File: src/rtl/commit_pkg.sv
// commit_pkg: shared types and constants for the in-order commit stage.
// Optional feature macro used by commit_unit: COMMIT_PERF_EN (retire/stall counters).
package commit_pkg;

    // Width of the optional performance counters.
    localparam int PERF_CNT_W = 32;

    // Architectural register file write widths carried by arf_wr_t.
    // The commit_unit DATA_WIDTH / REG_ADDR_WIDTH defaults are tied to these.
    localparam int ARF_DATA_W = 32;
    localparam int ARF_ADDR_W = 5;

    // Retirement controller states.
    typedef enum logic [0:0] {
        RUN   = 1'b0,
        DRAIN = 1'b1
    } commit_state_t;

    // One architectural register write, as presented to the register file.
    typedef struct packed {
        logic                  we;
        logic [ARF_ADDR_W-1:0] waddr;
        logic [ARF_DATA_W-1:0] wdata;
    } arf_wr_t;

    // Increment a performance counter by one when en is set; wraps naturally.
    function automatic logic [PERF_CNT_W-1:0] perf_inc(
        input logic [PERF_CNT_W-1:0] cnt,
        input logic                  en
    );
        return cnt + {{(PERF_CNT_W-1){1'b0}}, en};
    endfunction

endpackage

File: src/rtl/commit_unit_completion_table.sv
// completion_table: tag-indexed done/exc/value storage.
// A set (result broadcast) on a tag wins over a clear (commit) on the same tag.
// clr_all holds every done/exc bit cleared and blocks sets while it is high.
module completion_table
    import commit_pkg::*;
#(
    parameter int DATA_WIDTH = 32,
    parameter int ADDR_WIDTH = 4
) (
    input  logic                  clk,
    input  logic                  reset,
    input  logic                  set_en,
    input  logic [ADDR_WIDTH-1:0] set_tag,
    input  logic                  set_exc,
    input  logic [DATA_WIDTH-1:0] set_value,
    input  logic                  clr_en,
    input  logic [ADDR_WIDTH-1:0] clr_tag,
    input  logic                  clr_all,
    input  logic [ADDR_WIDTH-1:0] rd_tag,
    output logic                  rd_done,
    output logic                  rd_exc,
    output logic [DATA_WIDTH-1:0] rd_value
);

    localparam int DEPTH = 2 ** ADDR_WIDTH;

    logic [DEPTH-1:0]                 done_r;
    logic [DEPTH-1:0]                 exc_r;
    logic [DEPTH-1:0]                 done_s;
    logic [DEPTH-1:0]                 exc_s;
    logic [DEPTH-1:0][DATA_WIDTH-1:0] value_r;
    logic                             wr_value_s;

    // Next-state of the done/exc bit vectors: flush-clear, then commit-clear, then set.
    always_comb begin
        done_s = done_r;
        exc_s  = exc_r;
        if (clr_all) begin
            done_s = '0;
            exc_s  = '0;
        end else begin
            if (clr_en) begin
                done_s[clr_tag] = 1'b0;
            end else begin
                done_s = done_s;
            end
            if (set_en) begin
                done_s[set_tag] = 1'b1;
                exc_s[set_tag]  = set_exc;
            end else begin
                exc_s = exc_s;
            end
        end
    end

    assign wr_value_s = set_en && !clr_all;

    // Done/exc bit storage.
    always_ff @(posedge clk or negedge reset) begin
        if (!reset) begin
            done_r <= '0;
            exc_r  <= '0;
        end else begin
            done_r <= done_s;
            exc_r  <= exc_s;
        end
    end

    // Result value storage, written by accepted broadcasts.
    always_ff @(posedge clk or negedge reset) begin
        if (!reset) begin
            value_r <= '0;
        end else if (wr_value_s) begin
            value_r[set_tag] <= set_value;
        end else begin
            value_r <= value_r;
        end
    end

    assign rd_done  = done_r[rd_tag];
    assign rd_exc   = exc_r[rd_tag];
    assign rd_value = value_r[rd_tag];

endmodule

File: src/rtl/commit_unit.sv
// commit_unit: in-order retirement stage behind the reorder buffer.
// Pops the ROB head once its result is complete, writes the architectural
// register file, and on an excepting head raises a one-cycle flush and then
// drains the ROB without writing registers.
// Optional feature: define COMMIT_PERF_EN to add instret / stall_cycles counters.
module commit_unit
    import commit_pkg::*;
#(
    parameter int DATA_WIDTH     = ARF_DATA_W,
    parameter int ADDR_WIDTH     = 4,
    parameter int REG_ADDR_WIDTH = ARF_ADDR_W,
    parameter int PC_WIDTH       = 32
) (
    input  logic                      clk,
    input  logic                      reset,
    input  logic                      rob_empty,
    input  logic [ADDR_WIDTH-1:0]     rob_head_tag,
    input  logic [REG_ADDR_WIDTH-1:0] rob_head_rd,
    input  logic                      rob_head_we,
    input  logic [PC_WIDTH-1:0]       rob_head_pc,
    output logic                      rob_rd,
    input  logic                      cdb_valid,
    input  logic [ADDR_WIDTH-1:0]     cdb_tag,
    input  logic [DATA_WIDTH-1:0]     cdb_data,
    input  logic                      cdb_exc,
    output logic                      arf_we,
    output logic [REG_ADDR_WIDTH-1:0] arf_waddr,
    output logic [DATA_WIDTH-1:0]     arf_wdata,
    output logic                      flush,
    output logic [PC_WIDTH-1:0]       flush_pc
`ifdef COMMIT_PERF_EN
    ,
    output logic [PERF_CNT_W-1:0]     instret,
    output logic [PERF_CNT_W-1:0]     stall_cycles
`endif
);

    commit_state_t             state_r;
    commit_state_t             state_s;
    logic                      rob_rd_s;
    logic                      commit_s;
    logic                      retire_s;
    logic                      except_s;
    logic                      drain_s;
    logic                      head_done_s;
    logic                      head_exc_s;
    logic [DATA_WIDTH-1:0]     head_value_s;
    arf_wr_t                   arf_r;
    logic                      flush_r;
    logic [PC_WIDTH-1:0]       flush_pc_r;

    // The table is held clear (and deaf to broadcasts) for the whole drain.
    assign drain_s = (state_r == DRAIN);

    completion_table #(
        .DATA_WIDTH (DATA_WIDTH),
        .ADDR_WIDTH (ADDR_WIDTH)
    ) u_table (
        .clk       (clk),
        .reset     (reset),
        .set_en    (cdb_valid),
        .set_tag   (cdb_tag),
        .set_exc   (cdb_exc),
        .set_value (cdb_data),
        .clr_en    (commit_s),
        .clr_tag   (rob_head_tag),
        .clr_all   (drain_s),
        .rd_tag    (rob_head_tag),
        .rd_done   (head_done_s),
        .rd_exc    (head_exc_s),
        .rd_value  (head_value_s)
    );

    // Retirement state register.
    always_ff @(posedge clk or negedge reset) begin
        if (!reset) begin
            state_r <= RUN;
        end else begin
            state_r <= state_s;
        end
    end

    // Next-state and pop decision; at most one pop per cycle, never when empty.
    always_comb begin
        state_s  = state_r;
        rob_rd_s = 1'b0;
        commit_s = 1'b0;
        case (state_r)
            RUN: begin
                if (!rob_empty && head_done_s) begin
                    rob_rd_s = 1'b1;
                    commit_s = 1'b1;
                    if (head_exc_s) begin
                        state_s = DRAIN;
                    end else begin
                        state_s = RUN;
                    end
                end else begin
                    state_s = RUN;
                end
            end
            DRAIN: begin
                rob_rd_s = !rob_empty;
                if (rob_empty) begin
                    state_s = RUN;
                end else begin
                    state_s = DRAIN;
                end
            end
            default: begin
                state_s = RUN;
            end
        endcase
    end

    assign retire_s = commit_s && !head_exc_s;
    assign except_s = commit_s && head_exc_s;
    assign rob_rd   = rob_rd_s;

    // Registered register-file write for each non-excepting retirement.
    always_ff @(posedge clk or negedge reset) begin
        if (!reset) begin
            arf_r <= '0;
        end else if (retire_s) begin
            arf_r.we    <= rob_head_we;
            arf_r.waddr <= rob_head_rd;
            arf_r.wdata <= head_value_s;
        end else begin
            arf_r.we <= 1'b0;
        end
    end

    // Registered one-cycle flush pulse with the faulting PC held afterwards.
    always_ff @(posedge clk or negedge reset) begin
        if (!reset) begin
            flush_r    <= 1'b0;
            flush_pc_r <= '0;
        end else begin
            flush_r <= except_s;
            if (except_s) begin
                flush_pc_r <= rob_head_pc;
            end else begin
                flush_pc_r <= flush_pc_r;
            end
        end
    end

    assign arf_we    = arf_r.we;
    assign arf_waddr = arf_r.waddr;
    assign arf_wdata = arf_r.wdata;
    assign flush     = flush_r;
    assign flush_pc  = flush_pc_r;

`ifdef COMMIT_PERF_EN
    logic [PERF_CNT_W-1:0] instret_r;
    logic [PERF_CNT_W-1:0] stall_r;
    logic                  stall_s;

    // A stall is a RUN cycle whose head exists but has not completed.
    assign stall_s = (state_r == RUN) && !rob_empty && !head_done_s;

    // Retirement and stall counters, wrapping at 2**PERF_CNT_W.
    always_ff @(posedge clk or negedge reset) begin
        if (!reset) begin
            instret_r <= '0;
            stall_r   <= '0;
        end else begin
            instret_r <= perf_inc(instret_r, retire_s);
            stall_r   <= perf_inc(stall_r, stall_s);
        end
    end

    assign instret      = instret_r;
    assign stall_cycles = stall_r;
`endif

endmodule
File: config.mk
export PLATFORM = sky130hd
export DESIGN_NAME = commit_unit
export DESIGN_NICKNAME = d
export VERILOG_FILES = /design/src/rtl/commit_pkg.sv /design/src/rtl/commit_unit_completion_table.sv /design/src/rtl/commit_unit.sv
export SDC_FILE = /design/constraint.sdc
export NUM_CORES = 1
export LEC_CHECK = 0
export BUFFER_PORTS_ARGS = -buffer_cell sky130_fd_sc_hd__buf_2
export CELL_PAD_IN_SITES_DETAIL_PLACEMENT = 1
export CELL_PAD_IN_SITES_GLOBAL_PLACEMENT = 1
export CORE_MARGIN = 2
export CORE_UTILIZATION = 30
export DETAILED_ROUTE_END_ITERATION = 10
export PLACE_DENSITY = 0.56
export SETUP_SLACK_MARGIN = 0.15
export SYNTH_ARGS = -nofsm -noshare
export SYNTH_HDL_FRONTEND = slang
export SYNTH_HIERARCHICAL = 1
export SYNTH_SLANG_ARGS = --single-unit
File: constraint.sdc
create_clock -name clk -period 6 [get_ports clk]
set_input_delay 0.3 -clock clk [delete_from_list [all_inputs] [get_ports clk]]
set_output_delay 0.3 -clock clk [all_outputs]
set_load 0.01 [all_outputs]
==> key figures <==
Timing
  – Final setup vio count: 0
  – RSZ-0062 raised after global routing: no
  – Final hold violation count: 0
  – Final period util: 48.96%
  – Worst-margin pin slew: 1.284 ns
  – Setup_tns: 0 ns
  – Worst rel slew slack: 14.05%
  – Achievable Freq: 340.4 MHz
  – Tmin final: 2.938 ns
  – Hold WS: 0.1286 ns
  – Final Skew: 0.01496 ns
  – Max-slew violation count: 0

Finish
  – Finished Core Util: 35.28%
  – Final #Nets: 1,969
  – Syn-to-layout area delta: 16.39%
  – Most common cell after layout, fill and taps aside: dfrtp_1
  – Share of layout cells above drive strength 1: 50.88%
  – Post-route cell area: 0.03239 mm^2
  – Commonest cells after routing, fill and taps aside: dfrtp_1 (616), mux2_2 (436), buf_2 (151)

Setup path
  – WP data required: 6.48 ns
  – CP max FO: 51
  – Crit Path Class: primary input to flip-flop
  – CP max-delay cell: buf_4
  – Startpoint types: primary input
  – Crit. Startpoint: rob_head_tag[1]
  – CP Data Arrival Time: 3.42 ns
  – Largest stage delay, worst path: 0.80 ns
  – Worst path cell trace: buf_6, buf_4, buf_4, mux4_2, a22oi_1, nand2_1, mux2_4
  – Most used cell, CP: buf_4
  – R2r startpoint: drain_s$_DFF_PN0_
  – CP endpoint kind: flip-flop
  – CP delay by family, top: buffers and inverters
  – WP buf/inv: 3

Routing
  – Via density: 4.984
  – Routed Antenna Nets: 0
  – Initial drt markers: 728
  – Post-DR wirelength/cell: 23.76 um
  – Remaining DRCs: 0
  – Routed wire length: 75.63 mm
  – DR pass1 iterations: 5
  – Vias: 15,860

Clock tree
  – Num CTS Buffers: 71
  – Clk Tree Root Cell: clkbuf_16
  – Clk_lat worst skew: 0.60 ns
  – Clock slew at reported path FFs: 0.06 ns
  – H-tree Lvls: 3
  – # Post-CTS Setup Buffers: 0
  – CTS sink cnt: 616
  – Bufs on Longest Clock Path: 3
  – CTS tree: done

Die
  – Io pins: 155
  – Core box area: 0.09180 mm^2
  – DIE AREA: 0.09520 mm^2
  – Num rows: 111
  – Die height: 308.6 um
  – Die Wd: 308.6 um
  – Initial Utilization: 30.31%

Pwr
  – Tot Pwr: 0.01358 W
  – Pwr dens: 419.3 mW/mm^2
  – Leakage dissipation: 13.98 nW
  – Maximum vdd ir drop: 0.0001995 V

Synthesis
  – Yosys cell types: 37
  – Synth Warn #: 6
  – Ys async rst share: 100.0%
  – Post-synthesis cell area: 0.02783 mm^2
  – EDFF count, synth: 0
  – Top_reg_cell synth: dfrtp_1
  – Cells after synthesis: 1,741
  – Syn avg cell area: 15.98 um^2
  – Syn nets: 1,824
  – Seq/Total Area, Yosys: 55.40%
  – #FFs+latches synth: 616

Job
  – MaxCap Viol Count: 0

Global route
  – Gr usage total: 16.20%
  – Initial antenna violation count: 11
  – Global-route wire length before repair: 116.9 mm
  – Largest net degree at the start of global routing: 168
  – Grt total ovfl: 0
  – Vias in the first global route: 18,130

Outcome
  – Status: finished, final reports clean

Placement
  – Input/output buffers: 154
  – Placed inst area: 0.02958 mm^2
  – GP Congestion: 0.7173
  – Post-DP HPWL: 41.38 mm

Min path
  – Min-delay src: cdb_exc
  – Worst min path class: primary input to flip-flop
tightest hold or removal path: stages:
cell	delay, ns
buf_2	0.21
nand3_1	0.11
a21oi_1	0.06
per-layer routing:
metal | global-route usage [%] | vias up | wire length, um
met1 | 20.92 | 8701 | 33480
met4 | 5.320 | 8 | 2061
li1 | - | 6747 | -
met2 | 27.53 | 270 | 37230
met3 | 2.878 | 138 | 2808
met5 | 0 | - | 50
cells in the mapped netlist, types with 18 or more instances:
library cell	instances	share of area [%]
buf_4	24	0.65
buf_2	44	0.79
clkbuf_1	57	0.77
nand2_1	55	0.74
a22oi_1	68	1.8
mux2_4	90	4.9
dfrtp_1	616	55
o21ai_0	32	0.58
a21oi_1	33	0.59
mux4_2	136	11
mux2_2	436	18
nand3_1	18	0.32
mux2_1	55	2.2
power breakdown:
| part | switching (W) | total (W) | internal, W |
|---|---|---|---|
| Sequential | 0.000693 | 0.00617 | 0.00547 |
| Clock | 0.00173 | 0.00443 | 0.00270 |
| Combinational | 0.00115 | 0.00298 | 0.00184 |
worst paths after layout:
check	to	slack, ns	cells after the start
min reg2reg	u_table/value_r[367]$_DFFE_PN0P_	0.48	1
max in group asynchronous	u_table/value_r[87]$_DFFE_PN0P_	4.26	3
max	arf_wdata[22]$_DFFE_PN0P_	3.06	7
min in group asynchronous	u_table/done_r[2]$_DFF_PN0_	0.29	2
min	u_table/exc_r[2]$_DFFE_PN0P_	0.13	3
max reg2reg	u_table/value_r[418]$_DFFE_PN0P_	3.17	4
layout make-up:
| class | count | area, um^2 |
|---|---|---|
| clock buffer | 110 | 2210 |
| multi-input combinational | 972 | 11540 |
| fill | 9265 | 59410 |
| tap | 1243 | 1555 |
| sequential | 616 | 15410 |
| clock inverter | 15 | 190.2 |
| inverter | 1 | 3.754 |
| timing repair buffer | 224 | 1473 |
| antenna | 2 | 5.005 |
through the flow:
stage,std cells,setup slack [ns]
CTS,3181,3.114
floorplan,1741,3.403
detailed placement,3016,2.468
finish,3183,3.062
global placement,3016,2.515
global route,3181,2.935
registers in the layout, indices dropped and copies added, names as in the netlist:
register	count
flush	1
u_table/value_r	512
drain_s	1
flush_pc	32
u_table/exc_r	16
u_table/done_r	16
arf_we	1
arf_waddr	5
arf_wdata	32
cells by family after synthesis:
kind of cell | Yosys count | share of synthesized area (%)
AO/OA/AOI/OAI | 133 | 3.004
AND/OR/NAND/NOR | 122 | 2.455
flip-flops | 616 | 55.40
buffers and inverters | 153 | 3.408
multiplexers | 717 | 35.73
repair_timing:
item,4_1_cts,5_1_grt
setup endpoints to repair,0,0
endpoints found under the hold margin,109,0
hold buffers,40,0
gates resized for setup,0,0
Power figures use the tool's default switching activity.
